==> config.mk <==
export PLATFORM = sky130hd
export DESIGN_NAME = progmem_fetch_master
export DESIGN_NICKNAME = d
export VERILOG_FILES = /design/src/rtl/progmem_fetch_master.sv
export SDC_FILE = /design/constraint.sdc
export NUM_CORES = 1
export LEC_CHECK = 0
export CAP_MARGIN = 0
export CORE_MARGIN = 1.5
export CORE_UTILIZATION = 53
export DETAILED_ROUTE_END_ITERATION = 10
export PLACE_DENSITY = 0.83
export REMOVE_ABC_BUFFERS = 1
export SYNTH_ARGS = -nofsm -noshare
export SYNTH_HDL_FRONTEND = slang
export SYNTH_SLANG_ARGS = --single-unit
==> constraint.sdc <==
create_clock -name clk -period 3.25 [get_ports clk]
set_clock_uncertainty 0.2 [all_clocks]
set_input_delay 0.65 -clock clk [delete_from_list [all_inputs] [get_ports clk]]
set_output_delay 0.65 -clock clk [all_outputs]
set_load 0.01 [all_outputs]
==> src/rtl/progmem_fetch_master.sv <==
// -----------------------------------------------------------------------------
// progmem_fetch_master
//
// Read engine for the word-addressed program-memory port. After a start pulse
// it issues sequential single-word reads beginning at start_addr, buffers the
// returned words in a small first-word-fall-through FIFO and presents them to
// the consumer as a valid/ready stream.
//
// Handshakes:
//   Memory side: a read completes in the cycle where mem_read=1 and
//   mem_waitrequest=0; mem_readdata/mem_response are sampled in that cycle.
//   While mem_waitrequest=1 the request (mem_read, mem_address) is held.
//   Stream side: a word moves when out_valid && out_ready; out_data is the
//   FIFO head and is valid whenever out_valid is high.
//
// Ports:
//   clk, rst              clock, synchronous active-high reset
//   start                 one-cycle pulse, begins a burst (ignored while busy)
//   start_addr            first word address, sampled on start
//   word_count            words to fetch (saturates at 2^ADDR_W), sampled on start
//   abort                 stop issuing reads and flush the FIFO
//   busy                  burst in progress
//   done                  one-cycle pulse when a burst ends
//   error                 sticky, set on a nonzero response
//   out_valid/out_data    FIFO head stream, accepted with out_ready
//   mem_*                 program-memory initiator port
//   state_dbg             current FSM state (debug observation)
// -----------------------------------------------------------------------------
module progmem_fetch_master #(
    parameter int FIFO_DEPTH = 4,
    parameter int ADDR_W     = 10,
    parameter int CNT_W      = 11
) (
    input  logic              clk,
    input  logic              rst,
    input  logic              start,
    input  logic [ADDR_W-1:0] start_addr,
    input  logic [CNT_W-1:0]  word_count,
    input  logic              abort,
    output logic              busy,
    output logic              done,
    output logic              error,
    output logic              out_valid,
    output logic [31:0]       out_data,
    input  logic              out_ready,
    output logic [ADDR_W-1:0] mem_address,
    output logic              mem_read,
    input  logic [31:0]       mem_readdata,
    input  logic [1:0]        mem_response,
    input  logic              mem_waitrequest,
    output logic [1:0]        state_dbg
);

    localparam int PTR_W  = $clog2(FIFO_DEPTH);
    localparam int FCNT_W = PTR_W + 1;
    localparam logic [CNT_W-1:0]  MAX_WORDS = CNT_W'(1 << ADDR_W);
    localparam logic [FCNT_W-1:0] FULL_CNT  = FCNT_W'(FIFO_DEPTH);

    typedef enum logic [1:0] {
        S_IDLE   = 2'd0,
        S_ISSUE  = 2'd1,
        S_FINISH = 2'd2
    } state_t;

    state_t              state_q;
    logic [ADDR_W-1:0]   addr_q;
    logic [CNT_W-1:0]    rem_q;
    logic                busy_q;
    logic                done_q;
    logic                error_q;
    logic                aborting_q;   // abort arrived while a read was stalled

    logic [31:0]         fifo_mem_q [FIFO_DEPTH];
    logic [PTR_W-1:0]    wr_ptr_q;
    logic [PTR_W-1:0]    rd_ptr_q;
    logic [FCNT_W-1:0]   fcnt_q;

    logic                pop;
    logic                push;
    logic                fifo_full;
    logic                xfer;
    logic                resp_ok;
    logic                read_req;
    logic [CNT_W-1:0]    sat_count;

    assign sat_count = (word_count > MAX_WORDS) ? MAX_WORDS : word_count;

    assign out_valid = (fcnt_q != '0);
    assign out_data  = fifo_mem_q[rd_ptr_q];
    assign pop       = out_valid && out_ready;
    assign fifo_full = (fcnt_q == FULL_CNT);

    // A slot freed by a same-cycle pop counts as free. Once raised, the request
    // cannot drop before completion: the FIFO only fills on a completed read,
    // and an abort during a stall is carried by aborting_q.
    assign read_req = (state_q == S_ISSUE) && (aborting_q || !fifo_full || pop);
    assign xfer     = read_req && !mem_waitrequest;
    assign resp_ok  = (mem_response == 2'b00);

    // Returned data is dropped on error, in the abort cycle, and for the
    // stalled read that an earlier abort let finish.
    assign push = xfer && resp_ok && !abort && !aborting_q;

    assign mem_read    = read_req;
    assign mem_address = addr_q;
    assign busy        = busy_q;
    assign done        = done_q;
    assign error       = error_q;
    assign state_dbg   = state_q;

    // Control FSM
    always_ff @(posedge clk) begin
        if (rst) begin
            state_q    <= S_IDLE;
            addr_q     <= '0;
            rem_q      <= '0;
            busy_q     <= 1'b0;
            done_q     <= 1'b0;
            error_q    <= 1'b0;
            aborting_q <= 1'b0;
        end else begin
            done_q <= 1'b0;
            case (state_q)
                S_IDLE: begin
                    if (start) begin
                        if (sat_count == '0) begin
                            done_q <= 1'b1;
                        end else begin
                            addr_q  <= start_addr;
                            rem_q   <= sat_count;
                            busy_q  <= 1'b1;
                            error_q <= 1'b0;
                            state_q <= S_ISSUE;
                        end
                    end
                end
                S_ISSUE: begin
                    if (aborting_q) begin
                        if (xfer) begin
                            aborting_q <= 1'b0;
                            state_q    <= S_FINISH;
                        end
                    end else if (abort) begin
                        // A request cannot be withdrawn under waitrequest.
                        if (read_req && mem_waitrequest) begin
                            aborting_q <= 1'b1;
                        end else begin
                            state_q <= S_FINISH;
                        end
                    end else if (xfer) begin
                        if (!resp_ok) begin
                            error_q <= 1'b1;
                            state_q <= S_FINISH;
                        end else begin
                            addr_q <= addr_q + ADDR_W'(1);
                            rem_q  <= rem_q - CNT_W'(1);
                            if (rem_q == CNT_W'(1)) begin
                                state_q <= S_FINISH;
                            end
                        end
                    end
                end
                S_FINISH: begin
                    done_q  <= 1'b1;
                    busy_q  <= 1'b0;
                    state_q <= S_IDLE;
                end
                default: begin
                    state_q <= S_IDLE;
                end
            endcase
        end
    end

    // FIFO pointers and occupancy; abort flushes in any state.
    always_ff @(posedge clk) begin
        if (rst || abort) begin
            wr_ptr_q <= '0;
            rd_ptr_q <= '0;
            fcnt_q   <= '0;
        end else begin
            if (push) begin
                wr_ptr_q <= wr_ptr_q + PTR_W'(1);
            end
            if (pop) begin
                rd_ptr_q <= rd_ptr_q + PTR_W'(1);
            end
            case ({push, pop})
                2'b10:   fcnt_q <= fcnt_q + FCNT_W'(1);
                2'b01:   fcnt_q <= fcnt_q - FCNT_W'(1);
                default: fcnt_q <= fcnt_q;
            endcase
        end
    end

    // FIFO storage carries no reset; out_valid qualifies its contents.
    always_ff @(posedge clk) begin
        if (push) begin
            fifo_mem_q[wr_ptr_q] <= mem_readdata;
        end
    end

endmodule
* Word-level counts from Yosys, hierarchy flattened *
Memory sizes are Yosys's and may differ from the RTL's. A register that Yosys moved wholly into a read port is not among the register bits.
Index checks and enable logic that the tools add are counted.

storage, ports and cells
  register bits = 34
  bits in latches = 0
  bits in writable memories = 128
  ROM bits = 0
  input bits = 61
  output and inout bits = 49
  word-level logic and storage cells = 107
  memories kept = 1

memories
  name        depth  width  rd ports  clocked after Yosys merged registers in  wr ports  line  source
  fifo_mem_q  4      32     1         1                                        1         73    logic [31:0] fifo_mem_q [FIFO_DEPTH];

operators by class
  $add $sub $neg = 6
  multipliers = 0
  divide/modulo/power cells = 0
  $lt $le $gt $ge = 1
  equality and inequality tests = 17
  shift-type cells = 0
  multiplexer cells = 47
  bitwise gates (word level) = 0
  reduce and logical (&&, ||, !) cells = 25

operators with widths
  kind                     number
  $mux W11                 7
  $mux W10                 6
  $mux W2                  11
  $pmux W11 S2             1
  $pmux W10 S2             1
  $mux W1                  16
  $ne A2 B2 Y1 const B     7
  $reduce_and A7 Y1        2
  $eq A11 B1 Y1 const B    1
  $gt A11 B11 Y1 const B   1
  $logic_not A11 Y1        1
  $sub A11 B1 Y11 const B  1
  $add A10 B1 Y10 const B  1
  $logic_and A1 B1 Y1      7
  $ne A3 B3 Y1 const B     2
  $pmux W1 S2              3
  $pmux W3 S2              1
  $reduce_and A6 Y1        1
  $reduce_bool A2 Y1       3
  $ne A5 B4 Y1 const B     1
  $add A2 B1 Y2 const B    2
  $eq A2 B1 Y1 const B     2
  $eq A2 B2 Y1 const B     2
  $logic_not A1 Y1         4
  other kinds (9)          12

* Logic depth before layout (Yosys ltp) *
Gate-level depths: netlist of the first run.

  depth after elaboration = 11
  mapped depth = 10
  gate-level depth less buffers = 10

* Worst setup path before layout of the first run *
No wires, ideal clock.

  kind = input to register
  start = input port out_ready
  end = register fcnt_q[2]
  setup time = 0.070 ns
  arrival = 2.640 ns
  required time = 2.980 ns
  slack = 0.340 ns
  cell stages on the path = 10
  buffers on the path = 0
  cell sequence = or4b_1 > nor2_1 > nor4_2 > inv_1 > ha_1 > inv_1 > fa_1 > xor2_1 > or3_1 > a21oi_1

between the ends
  cells in the longest elaborated chain, start to end = 9
  elaborated cells between the ends (all ways) = 11
  classes of those cells = eq/ne (2); mux (1); reduce/logical (8)

RTL lines
  item                                                      line  source
  start: declaration                                        45    input logic out_ready,
  $logic_and A1 B1 Y1 (*)                                   90    assign pop = out_valid && out_ready;
  $logic_or A1 B1 Y1                                        96    assign read_req = (state_q == S_ISSUE) && (aborting_q || !fifo_full || pop);
  $logic_and A1 B1 Y1                                       96
  $logic_and A1 B1 Y1                                       97    assign xfer = read_req && !mem_waitrequest;
  $logic_and A1 B1 Y1 (3 in a row)                          102   assign push = xfer && resp_ok && !abort && !aborting_q;
  $eq A2 B1 Y1 / $eq A2 B2 Y1 (equally long branches)       188   case ({push, pop})
  $pmux W3 S2 / $reduce_bool A2 Y1 (equally long branches)  --
  end signal: assignment                                    189   2'b10: fcnt_q <= fcnt_q + FCNT_W'(1);
  end signal: assignment                                    190   2'b01: fcnt_q <= fcnt_q - FCNT_W'(1);
  end signal: assignment                                    191   default: fcnt_q <= fcnt_q;
  end: declaration                                          76    logic [FCNT_W-1:0] fcnt_q;

Mark *: on every way between the ends. The rest lies on a longest branch, timed or not.
A chain may end at the register's enable or synchronous reset.

==> results of run 1 <==
## worst max-delay path, stage by stage, from the launching register on
cell             delay, ns
dfxtp_4               0.46
buf_12                0.25
mux4_2                0.54
clkdlybuf4s50_1       0.53
## cell type report
class                      instances  share of cell area, %
clock inverter                    14                  1.948
sequential                       164                  52.32
timing repair buffer             126                  14.08
multi-input combinational        240                  23.54
tap                              172                  2.464
clock buffer                      17                  4.871
inverter                          18                 0.7736
## per-layer routing
metal	global-route usage (%)	routed length, µm	vias to the layer above
met5	0	0	-
met4	6.423	146	0
met3	4.655	783	13
met2	36.94	7118	141
met1	26.70	5777	2088
li1	-	-	1999
## cells in the final DEF (no fill, tap or decap), drive strengths merged, types with 2 or more instances in the layout
cell | netlist | final
o21ai | 14 | 14
edfxtp | 128 | 128
clkdlybuf4s50 | 0 | 108
bufinv | 0 | 2
xnor2 | 3 | 3
a31oi | 6 | 6
or2 | 2 | 2
nand4 | 2 | 2
a311oi | 4 | 4
or4 | 3 | 3
nand2 | 20 | 20
and3 | 2 | 2
nor3 | 13 | 13
xor2 | 5 | 5
clkinvlp | 0 | 4
o32ai | 2 | 2
ha | 8 | 8
a21oi | 20 | 20
buf | 8 | 17
inv | 18 | 23
nor4 | 6 | 6
a211oi | 6 | 6
mux4 | 32 | 32
clkbuf | 13 | 17
or3 | 5 | 5
nor2 | 32 | 32
and4 | 2 | 2
nand2b | 3 | 3
clkinv | 0 | 3
o31ai | 11 | 11
o31a | 2 | 2
o21a | 3 | 3
and2 | 5 | 5
o211a | 2 | 2
dfxtp | 36 | 36
nand3 | 12 | 12
## power groups by stage
stage	sequential (µW)	combinational, µW	clock [µW]
6_report	2360	486	1980
5_1_grt	2370	532	2080
4_1_cts	2360	484	2000
3_5_place_dp	2400	481	0
3_3_place_gp	2400	471	0
2_1_floorplan	2410	234	0
## synthesized netlist by cell type, drive strengths merged, types with 2 or more instances
| master | instances |
|---|---|
| a211oi | 6 |
| o31ai | 11 |
| nand2 | 20 |
| nand2b | 3 |
| a311oi | 4 |
| o32ai | 2 |
| o21a | 3 |
| o211a | 2 |
| o31a | 2 |
| or3 | 5 |
| xnor2 | 3 |
| and3 | 2 |
| nand3 | 12 |
| nor4 | 6 |
| nor2 | 32 |
| ha | 8 |
| nor3 | 13 |
| buf | 8 |
| mux4 | 32 |
| and4 | 2 |
| or2 | 2 |
| a31oi | 6 |
| xor2 | 5 |
| clkbuf | 13 |
| a21oi | 20 |
| and2 | 5 |
| inv | 18 |
| o21ai | 14 |
| or4 | 3 |
| dfxtp | 36 |
| edfxtp | 128 |
| nand4 | 2 |
## registers in the layout, indices dropped and copies added, names as in the netlist, 2 cells and up, named ones only
register,count
state_dbg,2
wr_ptr_q,2
fcnt_q,3
rem_q,11
fifo_mem_q,128
mem_address,10
rd_ptr_q,2
## kinds of logic after synthesis
logic type / Yosys count
flops: 164
simple gates: 110
compound gates: 79
buf+inv: 39
mux: 34
fa+ha+maj: 9
xor+xnor: 8
## through the flow
step	util (%)	total power, µW	setup WS, ns
2_1_floorplan	-	2640	-0.1619
3_3_place_gp	64.98	2871	-0.05473
3_5_place_dp	64.98	2885	-0.1319
4_1_cts	69.75	4846	0.05545
5_1_grt	69.77	4982	0.08856
6_report	69.77	4824	0.1897
## final timing paths
path                                             start                      to  slack [ns]  cells past startpoint
worst min-delay path             rem_q[5]$_SDFFE_PP0P_   rem_q[5]$_SDFFE_PP0P_        0.33                      2
worst min register to register   rem_q[5]$_SDFFE_PP0P_   rem_q[5]$_SDFFE_PP0P_        0.33                      2
worst max register to register  fcnt_q[0]$_SDFFE_PP0P_  fcnt_q[2]$_SDFFE_PP0P_        0.60                     10
worst max-delay path                              flop            out_data[29]        0.19                      3
## timing repair
action / 4_1_cts / 5_1_grt
setup endpoints to repair: 1 / 3
gates resized for setup: 2 / 1
setup buffers: 0 / 0
==> out/summary.txt, run 1 <==
Final Max Tran Viols: 0
cts bufs inserted: 17
TritonCTS clock tree: built
Worst Path Arrival: 2.21 ns
proportion of synthesized area in mux cells: 10.97%
antenna-violating nets left: 0
Via density: 5.647
Synthesis Warnings: 0
Sink Count: 164
adder and majority gate portion of the synthesized area: 1.775%
dpl cell area: 8134 µm²
Global Route Usage Sum: 21.19%
largest net degree at the start of global routing: 40
FMAX: 326.8 MHz
Comb pwr share: 10.1%
crit share post-route: 94.16%
row count: 41
Total Die Area: 13450 µm²
Worst Path Required: 2.40 ns
Synth area leaders: edfxtp_1 (57%), dfxtp_1 (11%), mux4_2 (11%), nor2_1 (1.8%), a21oi_1 (1.5%)
Slew @ Worst Pin: 0.8689 ns
Avg Inst Size Synth: 15.27 µm²
Netlist cell types: 53
area of the multi-input gates: 2056 µm²
drt drc: 0
Yosys top cell area share: 56.82%
clock share of power: 41.0%
worst hold path type: flop to flop
CTS Hold Bufs: 0
Slew headroom: 42.07%
RSZ-0062 raised after global routing: no
H-tree depth: 4
Crit Path Max Fanout: 25
Synth Area in Compound Gates: 7.823%
setup tns final: 0 ns
synthesis-to-layout area growth: 29.09%
layout cells sized above 1: 16.75%
worst-skew pair later-pin latency: 0.41 ns
DR vias: 4241
Pleak: 0.002846 µW
Reg power frac: 48.9%
PortBufs: 109
outcome: complete, no violations
synthesized area: 6765 µm²
die height: 116.0 µm
switching fraction of total power: 23.48%
Synth Area in XOR/XNOR: 1.036%
first-pass GRT wire length: 21530 µm
fin cells: 751
Initial DRC Count: 347
clock root buffer: clkbuf_16
Initial Util: 54.05%
WS Path Type: flop to output pin
total gr overflow: 0
Final Hold Viols: 0
Die Width: 116.0 µm
Critical Path End Type: output pin
Post-synth top flop: edfxtp_1
placer's final routability congestion estimate: 0.9445
DRT Pass-1 Iters: 5
Cells after Synth: 443
Synth async-reset ratio: 0%
Placed Cells: 720
vias in the first global route: 4297
initial antenna violation count: 0
fin crit period: 3.060 ns
post-DP HPWL: 8966 µm
wire per inst: 18.41 µm
Inserted Diodes: 0
count of state elements after synthesis: 164
largest family of logic cells by synthesized area: multiplexers
hold slack: 0.3257 ns
Final setup viols: 0
Fillers: 867
Int Pwr: 3691 µW
CTS Buffer Depth: 2
number of synthesized flops with an enable pin: 128
VDD IR-drop max: 0.3319 mV
Floorplan Core Area: 12520 µm²
Worst-path clk slew: 0.06 ns
net switching power: 1132 µW
final WL: 13830 µm
area leader, netlist: edfxtp_1
max-cap violation count: 0
CP Launch Type: flop
Synth Area in Simple Gates: 8.674%
sequential element share of the synthesized area: 67.47%
Power Dens Cells: 552.3 nW/µm²
post-route cell area: 8733 µm²
register area: 4569 µm²
# nets final: 637
Ports: 110
Power figures use the tool's default switching activity.
==> run 2: changes to the inputs <==
Settings changed: CAP_MARGIN 0 to not set.
==> results of run 2 <==
The final DEF is identical to that of run 1; final timing and power are the same.
==> run 3: changes to the inputs <==
Settings changed: REMOVE_ABC_BUFFERS 1 to not set.
==> out/summary.txt, run 3 (synthesis gave the netlist of run 1 again) <==
outcome: complete, no violations (unchanged)
PortBufs: 109 (unchanged)
clock share of power: 39.8% (was 41.0%)
Core Util, Final: 69.45% (was 69.77%)
Critical Path End Type: output pin (unchanged)
layout cells sized above 1: 16.38% (was 16.75%)
Reg power frac: 49.9% (was 48.9%)
WS Path Type: flop to output pin (unchanged)
VDD IR-drop max: 0.3832 mV (was 0.3319 mV)
area of the multi-input gates: 2056 µm² (unchanged)
worst-skew pair later-pin latency: 0.43 ns (was 0.41 ns)
Via density: 5.734 (was 5.647)
Largest register FFs: 128 (unchanged)
synthesis-to-layout area growth: 28.50% (was 29.09%)
Biggest register: fifo_mem_q (unchanged)
Int Pwr: 3602 µW (was 3691 µW)
Fillers: 877 (was 867)
Initial Util: 54.05% (unchanged)
Sink Count: 164 (unchanged)
worst-case reg-to-reg path depth: 10 (unchanged)
Die Width: 116.0 µm (unchanged)
first-pass GRT wire length: 23130 µm (was 21530 µm)
Comb pwr share: 10.3% (was 10.1%)
DR vias: 4312 (was 4241)
Worst-path clk slew: 0.07 ns (was 0.06 ns)
total gr overflow: 0 (unchanged)
post-CTS setup buffers: 0 (unchanged)
fin crit period: 2.981 ns (was 3.060 ns)
row count: 41 (unchanged)
Worst Path Required: 2.40 ns (about the same)
dpl cell area: 8133 µm² (was 8134 µm²)
Slew headroom: 43.28% (was 42.07%)
Crit Path Max Fanout: 32 (was 25)
placer's final routability congestion estimate: 0.8990 (was 0.9445)
Pleak: 0.002847 µW (was 0.002846 µW)
Global Route Usage Sum: 23.45% (was 21.19%)
Syn Nets: 513
R2R setup slack: 0.57 ns (was 0.60 ns)
DRT Pass-1 Iters: 5 (unchanged)
drt drc: 0 (unchanged)
max-cap violation count: 0 (unchanged)
crit share post-route: 91.72% (was 94.16%)
Initial DRC Count: 428 (was 347)
initial antenna violation count: 0 (unchanged)
Final Hold Viols: 0 (unchanged)
switching fraction of total power: 23.88% (was 23.48%)
die height: 116.0 µm (unchanged)
wire per inst: 19.85 µm (was 18.41 µm)
net switching power: 1130 µW (was 1132 µW)
post-DP HPWL: 9555 µm (was 8966 µm)
Ports: 110 (unchanged)
vias in the first global route: 4322 (was 4297)
post-route cell area: 8693 µm² (was 8733 µm²)
antenna-violating nets left: 0 (unchanged)
TritonCTS clock tree: built (unchanged)
Inserted Diodes: 0 (unchanged)
worst hold path type: flop to flop (unchanged)
H-tree depth: 4 (unchanged)
hold depth: 2 (unchanged)
Final Max Tran Viols: 0 (unchanged)
Floorplan Core Area: 12520 µm² (unchanged)
Power Dens Cells: 544.4 nW/µm² (was 552.3 nW/µm²)
Final setup viols: 0 (unchanged)
RSZ-0062 raised after global routing: no (unchanged)
CP Launch Type: flop (unchanged)
Total Die Area: 13450 µm² (unchanged)
clock root buffer: clkbuf_16 (unchanged)
cts bufs inserted: 17 (unchanged)
Pwr Total: 4732 µW (was 4824 µW)
CTS Buffer Depth: 2 (unchanged)
FMAX: 335.5 MHz (was 326.8 MHz)
Slew @ Worst Pin: 0.8508 ns (was 0.8689 ns)
Worst Path Arrival: 2.13 ns (was 2.21 ns)
largest net degree at the start of global routing: 40 (unchanged)
commonest non-fill, non-tap cell in the layout: edfxtp_1 (unchanged)
register area: 4566 µm² (was 4569 µm²)
final WL: 14930 µm (was 13830 µm)
most frequent cells in the layout: edfxtp_1 (128), clkdlybuf4s50_1 (108), dfxtp_1 (35), mux4_2 (32), nor2_1 (31) (was edfxtp_1 (128), clkdlybuf4s50_1 (108), dfxtp_1 (34), mux4_2 (32), nor2_1 (31))
# nets final: 637 (unchanged)
run 3: layer usage:
metal	vias up	track usage [%]	share of wire [%]
met1	2129	30.41	41
met3	17	6.276	6.1
met5	-	0	0
met4	0	7.724	1.4
li1	2003	-	-
met2	163	38.82	51
run 3: critical path, cell delays in order, from the launching register on:
cell and delay [ns]:
dfxtp_2 0.34, buf_12 0.26, mux4_2 0.59, clkdlybuf4s50_1 0.51
run 3: final timing paths:
path                            endpoint                         from
min reg2reg  mem_address[8]$_SDFFE_PP0P_  mem_address[8]$_SDFFE_PP0P_
min          mem_address[8]$_SDFFE_PP0P_  mem_address[8]$_SDFFE_PP0P_
max reg2reg       fcnt_q[2]$_SDFFE_PP0P_       fcnt_q[0]$_SDFFE_PP0P_
max                          out_data[7]                         flop
run 3: cell type report:
class	count	area share, %
Sequential cell	164	52.52
Multi-Input combinational cell	240	23.65
Timing Repair Buffer	126	14.19
Clock buffer	18	4.937
Tap cell	172	2.476
Clock inverter	14	1.454
Inverter	18	0.7772
run 3: metrics by stage:
stage / cells / hold slack, ns / worst slack [ns] / setup TNS, ns
final: 752 / 0.3280 / 0.2691 / 0
after global routing: 752 / 0.3574 / 0.1849 / 0
after CTS: 752 / 0.3256 / 0.02955 / 0
after detailed placement: 720 / 0.3065 / -0.1145 / -2.256
after global placement: 720 / 0.2893 / -0.01156 / -0.01156
after floorplan: 443 / 0.2699 / 0.3398 / 0
run 3: power groups by stage:
stage / combinational (µW) / sequential, µW / clock, µW
floorplan: 254 / 2400 / 0
global placement: 470 / 2400 / 0
detailed placement: 481 / 2400 / 0
CTS: 484 / 2360 / 1900
global route: 538 / 2360 / 1990
finish: 489 / 2360 / 1880
run 3: repair_timing:
action,CTS,global route
setup endpoints to repair,0,1
gates resized for setup,0,2
hold buffers,0,0
endpoints found under the hold margin,0,0
